===== src/rtl/ddr_8to1_16chan_tx_framer.sv =====
// Transmit word framer for the 16-lane DDR 8:1 LVDS link (txclkdiv domain).
// Sequences OSERDES reset, sends the receiver training pattern until the far end
// reports alignment, then streams user words from a small FIFO with idle fill.
// Optional build macro TX_IDLE_PRBS_EN replaces the DATA-state idle fill with PRBS7.
module ddr_8to1_16chan_tx_framer #(
  parameter int unsigned NCHAN                = 16,
  parameter int unsigned WORD_W               = 8,
  parameter logic [WORD_W-1:0] TRAIN_PATTERN  = 8'h80,
  parameter logic [WORD_W-1:0] IDLE_WORD      = 8'h00,
  parameter int unsigned TRAIN_MIN            = 64,
  parameter int unsigned TRAIN_TIMEOUT        = 4096,
  parameter int unsigned FIFO_DEPTH           = 4,
  parameter int unsigned OSR_HOLD             = 4
) (
  input  logic                            txclkdiv,
  input  logic                            txrst_n,
  input  logic                            train_req,
  input  logic                            rx_training_done,
  input  logic [NCHAN*WORD_W-1:0]         s_data,
  input  logic                            s_valid,
  output logic                            s_ready,
  output logic [NCHAN*WORD_W-1:0]         data_to_oserdes,
  output logic                            oserdes_rst,
  output logic                            training_active,
  output logic                            link_up,
  output logic                            train_timeout,
  output logic [$clog2(FIFO_DEPTH):0]     fifo_level
);

  localparam int unsigned DW = NCHAN * WORD_W;
  localparam int unsigned PW = $clog2(FIFO_DEPTH);
  localparam int unsigned LW = PW + 1;
  localparam int unsigned CW = $clog2(TRAIN_TIMEOUT) + 1;
  localparam int unsigned HW = $clog2(OSR_HOLD) + 1;

  localparam logic [1:0] ST_RST   = 2'd0;
  localparam logic [1:0] ST_IDLE  = 2'd1;
  localparam logic [1:0] ST_TRAIN = 2'd2;
  localparam logic [1:0] ST_DATA  = 2'd3;

  logic [1:0]          state_q, state_d;
  logic [HW-1:0]       hold_q;
  logic [CW-1:0]       cnt_q;
  logic                timeout_q;
  logic [DW-1:0]       mem [FIFO_DEPTH];
  logic [PW-1:0]       wr_ptr_q, rd_ptr_q;
  logic [LW-1:0]       level_q;
  logic                push, pop, flush;
  logic [DW-1:0]       fill_word;
  logic [DW-1:0]       data_d;
  logic [DW-1:0]       data_q;

  // Next-state decode; reset itself is applied in the state register.
  always_comb begin
    state_d = state_q;
    case (state_q)
      ST_RST:   if (hold_q == HW'(OSR_HOLD - 1)) state_d = ST_IDLE;
      ST_IDLE:  if (train_req) state_d = ST_TRAIN;
      ST_TRAIN: begin
        // Successful alignment takes precedence over a coincident timeout.
        if ((cnt_q >= CW'(TRAIN_MIN - 1)) && rx_training_done) state_d = ST_DATA;
        else if (cnt_q == CW'(TRAIN_TIMEOUT - 1))             state_d = ST_IDLE;
      end
      ST_DATA:  if (train_req) state_d = ST_TRAIN;
      default:  state_d = ST_RST;
    endcase
  end

  assign oserdes_rst     = (state_q == ST_RST);
  assign training_active = (state_q == ST_TRAIN);
  assign link_up         = (state_q == ST_DATA);
  assign train_timeout   = timeout_q;
  assign fifo_level      = level_q;
  // Occupancy-based only; a same-cycle pop is deliberately not anticipated.
  assign s_ready         = (state_q == ST_DATA) && (level_q < LW'(FIFO_DEPTH));

  // Words accepted in the cycle that leaves DATA are dropped with the flush.
  assign push  = s_valid && s_ready && (state_d == ST_DATA);
  assign pop   = (state_q == ST_DATA) && (state_d == ST_DATA) && (level_q != '0);
  assign flush = (state_q == ST_DATA) && (state_d != ST_DATA);

  // State, reset-hold counter, training counter and sticky timeout flag.
  always_ff @(posedge txclkdiv) begin
    if (!txrst_n) begin
      state_q   <= ST_RST;
      hold_q    <= '0;
      cnt_q     <= '0;
      timeout_q <= 1'b0;
    end else begin
      state_q <= state_d;
      if (state_q == ST_RST) hold_q <= hold_q + 1'b1;
      if (state_d == ST_TRAIN && state_q != ST_TRAIN) begin
        cnt_q     <= '0;
        timeout_q <= 1'b0;
      end else if (state_q == ST_TRAIN) begin
        cnt_q <= cnt_q + 1'b1;
        if (state_d == ST_IDLE) timeout_q <= 1'b1;
      end
    end
  end

  // FIFO storage; contents are don't-care until written.
  always_ff @(posedge txclkdiv) begin
    if (push) mem[wr_ptr_q] <= s_data;
  end

  // FIFO pointers and occupancy.
  always_ff @(posedge txclkdiv) begin
    if (!txrst_n || flush) begin
      wr_ptr_q <= '0;
      rd_ptr_q <= '0;
      level_q  <= '0;
    end else begin
      if (push) wr_ptr_q <= wr_ptr_q + 1'b1;
      if (pop)  rd_ptr_q <= rd_ptr_q + 1'b1;
      if (push && !pop)      level_q <= level_q + 1'b1;
      else if (pop && !push) level_q <= level_q - 1'b1;
    end
  end

`ifdef TX_IDLE_PRBS_EN
  logic [6:0]        lfsr_q, lfsr_cur, lfsr_nxt;
  logic [WORD_W-1:0] prbs_byte;

  // PRBS7 (x^7+x^6+1), WORD_W steps per idle cycle; reseeded on DATA entry.
  always_comb begin
    lfsr_cur  = (state_q == ST_DATA) ? lfsr_q : 7'h7F;
    lfsr_nxt  = lfsr_cur;
    prbs_byte = '0;
    for (int i = 0; i < int'(WORD_W); i++) begin
      prbs_byte[i] = lfsr_nxt[6] ^ lfsr_nxt[5];
      lfsr_nxt     = {lfsr_nxt[5:0], prbs_byte[i]};
    end
  end

  assign fill_word = {NCHAN{prbs_byte}};

  // LFSR advances only on idle-fill cycles in DATA.
  always_ff @(posedge txclkdiv) begin
    if (!txrst_n)                          lfsr_q <= 7'h7F;
    else if (state_d == ST_DATA && !pop)   lfsr_q <= lfsr_nxt;
  end
`else
  assign fill_word = {NCHAN{IDLE_WORD}};
`endif

  // Output mux keyed on the state being entered, so the word matches the new state.
  always_comb begin
    data_d = '0;
    case (state_d)
      ST_RST:   data_d = '0;
      ST_IDLE:  data_d = {NCHAN{IDLE_WORD}};
      ST_TRAIN: data_d = {NCHAN{TRAIN_PATTERN}};
      ST_DATA:  data_d = pop ? mem[rd_ptr_q] : fill_word;
      default:  data_d = '0;
    endcase
  end

  // Registered parallel word to the OSERDES array.
  always_ff @(posedge txclkdiv) begin
    if (!txrst_n) data_q <= '0;
    else          data_q <= data_d;
  end

  assign data_to_oserdes = data_q;

endmodule

===== config.mk =====
export PLATFORM = sky130hd
export DESIGN_NAME = ddr_8to1_16chan_tx_framer
export DESIGN_NICKNAME = d
export VERILOG_FILES = /design/src/rtl/ddr_8to1_16chan_tx_framer.sv
export SDC_FILE = /design/constraint.sdc
export NUM_CORES = 1
export LEC_CHECK = 0
export BUFFER_PORTS_ARGS = -buffer_cell sky130_fd_sc_hd__buf_2
export CAP_MARGIN = 20
export CORE_UTILIZATION = 50
export CTS_BUF_LIST = sky130_fd_sc_hd__clkbuf_8
export DETAILED_ROUTE_END_ITERATION = 10
export PLACE_DENSITY = 0.68
export SLEW_MARGIN = 0
export SYNTH_ARGS = -nofsm -noshare
export SYNTH_HDL_FRONTEND = slang
export SYNTH_SLANG_ARGS = --single-unit

===== constraint.sdc =====
create_clock -name txclkdiv -period 14.1 [get_ports txclkdiv]
set_input_delay 3.525 -clock txclkdiv [delete_from_list [all_inputs] [get_ports txclkdiv]]
set_output_delay 3.525 -clock txclkdiv [all_outputs]
set_load 0.05 [all_outputs]

==> summary.md <==
| Metric | Value |
|---|---|
| CTS max path bufs | `3` |
| DR WL/cell | `21.4 µm` |
| Clk root buf | `clkbuf_8` |
| CTS tree | `done` |
| Slew Limit Fails | `0` |
| Clock Pin Slew Worst Setup and Hold Paths | `around 60 ps` |
| CTS sink cnt | `668` |
| RSZ-0062 raised after global routing | `no` |
| Synth async-reset ratio | `0` |
| Number of enable flip-flop cells after synthesis | `512` |
| Status | `complete, no violations` |
| CORE AREA | `45800 µm²` |
| CTS Hold Bufs | `0` |
| Setup Viol. Count Final | `0` |
| Hold crit path type | `flop to flop` |
| Most frequent cells in the layout | `edfxtp_1 (512), buf_2 (267), dfxtp_1 (154)` |
| Number of remaining DRC errors | `0` |
| Hold WS | `469 ps` |
| CTS Buf Count | `105` |
| Worst-Skew Late Latency | `roughly 670 ps` |
| Via Count | `11407` |
| IO Pins | `269` |
| CP max-delay cell | `and2_4` |
| Die footprint | `47600 µm²` |
| Synth cell types | `46` |
| Cell Area, Synth | `23400 µm²` |
| Crit path time final | `5900 ps` |
| Syn avg cell area | `20.8 µm²` |
| Die height | `218 µm` |
| Crit-path max cell delay | `890 ps` |
| Antenna Nets Post-Route | `0` |
| Yosys warning count | `0` |
| # nets final | `1592` |
| First-pass iteration count of the detailed router | `5` |
| Vias in the first global route | `11768` |
| Layout cells sized above 1 | `0.370` |
| CP arrival | `a little over 6000 ps` |
| Post-CTS sizing | `0` |
| Worst setup EP type | `flop` |
| Startpoint Class | `primary input` |
| Final Hold Fails | `0` |
| Final worst-path cycle share | `0.418` |
| Critical path class | `primary input to flop` |
| Routability congestion estimate | `~0.77` |
| WL final | `approximately 46000 µm` |
| Largest net degree at the start of global routing | `87` |
| Worst Max-Slew Pin Slew | `1060 ps` |
| Syn-to-layout area delta | `16.7%` |
| Worst path cell trace | `buf_2 -> mux2i_2 -> o211a_1 -> and2_4 -> buf_4` |
| Via density per instance | `about 5.3` |
| VDD IR max | `0.107 mV` |
| Number of cells produced by synthesis | `1125` |
| Lkg Pwr | `just over 0.01 µW` |
| Die Width | `218 µm` |
| Commonest non-fill, non-tap cell in the layout | `edfxtp_1` |
| Input/output buffers | `268` |
| Htree depth | `3` |
| Initial Util | `0.511` |
| Syn nets | `roughly 1300` |
| Rows | `78` |
| Final clock skew | `roughly 18 ps` |
| Grt total ovfl | `0` |
| Pwr Density | `138 nW/µm²` |
| First-pass GRT wire length | `69300 µm` |
| FMAX | `between 150 and 200 MHz` |
| Dominant synthesized flop cell | `edfxtp_1` |
| Post-DP HPWL | `25900 µm` |
| Critical Path RT | `14390 ps` |
| Maxcap violations | `0` |
| GR Util All Layers | `0.197` |
| Initial antenna violation count | `13` |
| Iter 0 DRT Violations | `895` |
| Post-synthesis sequential area ratio | `0.791` |
| # Post-CTS Setup Buffers | `0` |
| Setup TNS | `0 ps` |
| FF+latch count, synth | `between 600 and 700` |
| Relative slew slack | `0.287` |
| CP Max Fanout | `67` |
[registers in the layout, indices dropped and copies added, names as in the netlist, named ones only]
signal	count
hold_q	3
wr_ptr_q	2
cnt_q	13
mem	512
fifo_level	3
rd_ptr_q	2
state_q	2
train_timeout	1
data_to_oserdes	128
[kinds of logic (layout without fill, tap and decap cells)]
logic type	Yosys count	count (layout)	synth area share
AO/OA/AOI/OAI	31	31	0.00985
XOR/XNOR	18	18	0.00674
adder cells (fa/ha/maj)	9	9	0.00514
buffers and inverters	71	488	0.0145
flip-flops	668	668	0.791
multiplexers	131	131	0.125
other	0	4	0
AND/OR/NAND/NOR	197	197	0.0477
[path summary, 6_finish.rpt]
check | start | end | slack [ps] | cells after the start
worst min-delay path | train_timeout$_SDFFE_PP0P_ | train_timeout$_SDFFE_PP0P_ | 470 | 2
worst min register to register | train_timeout$_SDFFE_PP0P_ | train_timeout$_SDFFE_PP0P_ | 470 | 2
worst max-delay path | train_req | mem[2][31]$_DFFE_PP_ | 8200 | 5
worst max register to register | cnt_q[0]$_SDFFE_PP0P_ | mem[2][31]$_DFFE_PP_ | 10160 | 6
[layout make-up]
| class | instances | area (µm²) |
|---|---|---|
| well taps | 600 | 751 |
| fillers | 3415 | 18500 |
| clock buffers | 118 | 1620 |
| multi-input cells | 386 | 4550 |
| repair buffers | 280 | 1430 |
| inverters | 9 | 33.8 |
| diodes | 4 | 10.0 |
| clock inverters | 81 | 379 |
| flip-flops and latches | 668 | 18500 |
[through the flow]
step / cell area, µm² / worst slack (ps) / util / std cells / total power (µW)
6_report: 27300 / 8200 / 0.596 / 2146 / 3780
4_1_cts: 27300 / 8220 / 0.596 / 2142 / 3820
3_3_place_gp: 25300 / 7550 / 0.552 / 1943 / 2310
2_1_floorplan: 23400 / 6620 / - / 1125 / 2270
5_1_grt: 27300 / 8060 / 0.596 / 2144 / 3930
3_5_place_dp: 25300 / 7480 / 0.552 / 1943 / 2320
[critical path: cells and delay by family]
family,cells,cell delay [ps]
compound gates,1,390
buf+inv,2,980
mux,1,240
simple gates,1,890
[routing by layer]
layer | wire (µm) | vias to the layer above | track usage
met5 | 105 | - | 0
met4 | 846 | 18 | 0.0683
met3 | 3370 | 70 | 0.0585
met2 | 22300 | 358 | 0.304
met1 | 19400 | 5791 | 0.268
li1 | - | 5170 | -
[synth_stat cells, drive strengths merged, types with 3 or more instances]
| master | instances | area (µm²) |
|---|---|---|
| o21ai | 16 | 106 |
| xnor2 | 6 | 52.6 |
| nor2 | 27 | 109 |
| nand3 | 3 | 15.0 |
| and2 | 6 | 40.0 |
| edfxtp | 512 | 15400 |
| clkbuf | 30 | 113 |
| dfxtp | 156 | 3120 |
| nor4 | 3 | 25.0 |
| and3 | 112 | 701 |
| buf | 32 | 193 |
| nand2 | 32 | 125 |
| ha | 8 | 100 |
| inv | 9 | 33.8 |
| xor2 | 12 | 105 |
| a21oi | 9 | 56.3 |
| mux4 | 128 | 2880 |
| mux2i | 3 | 33.8 |
| nand4 | 3 | 18.8 |
| nor3 | 4 | 20.0 |
[report_power, final]
| group | switching [µW] | internal (µW) |
|---|---|---|
| combinational | 94.9 | 38.0 |
| clock | 718 | 787 |
| sequential | 10.2 | 2130 |
| total | 823 | 2960 |
No activity file was read; power rests on OpenSTA's default activity.
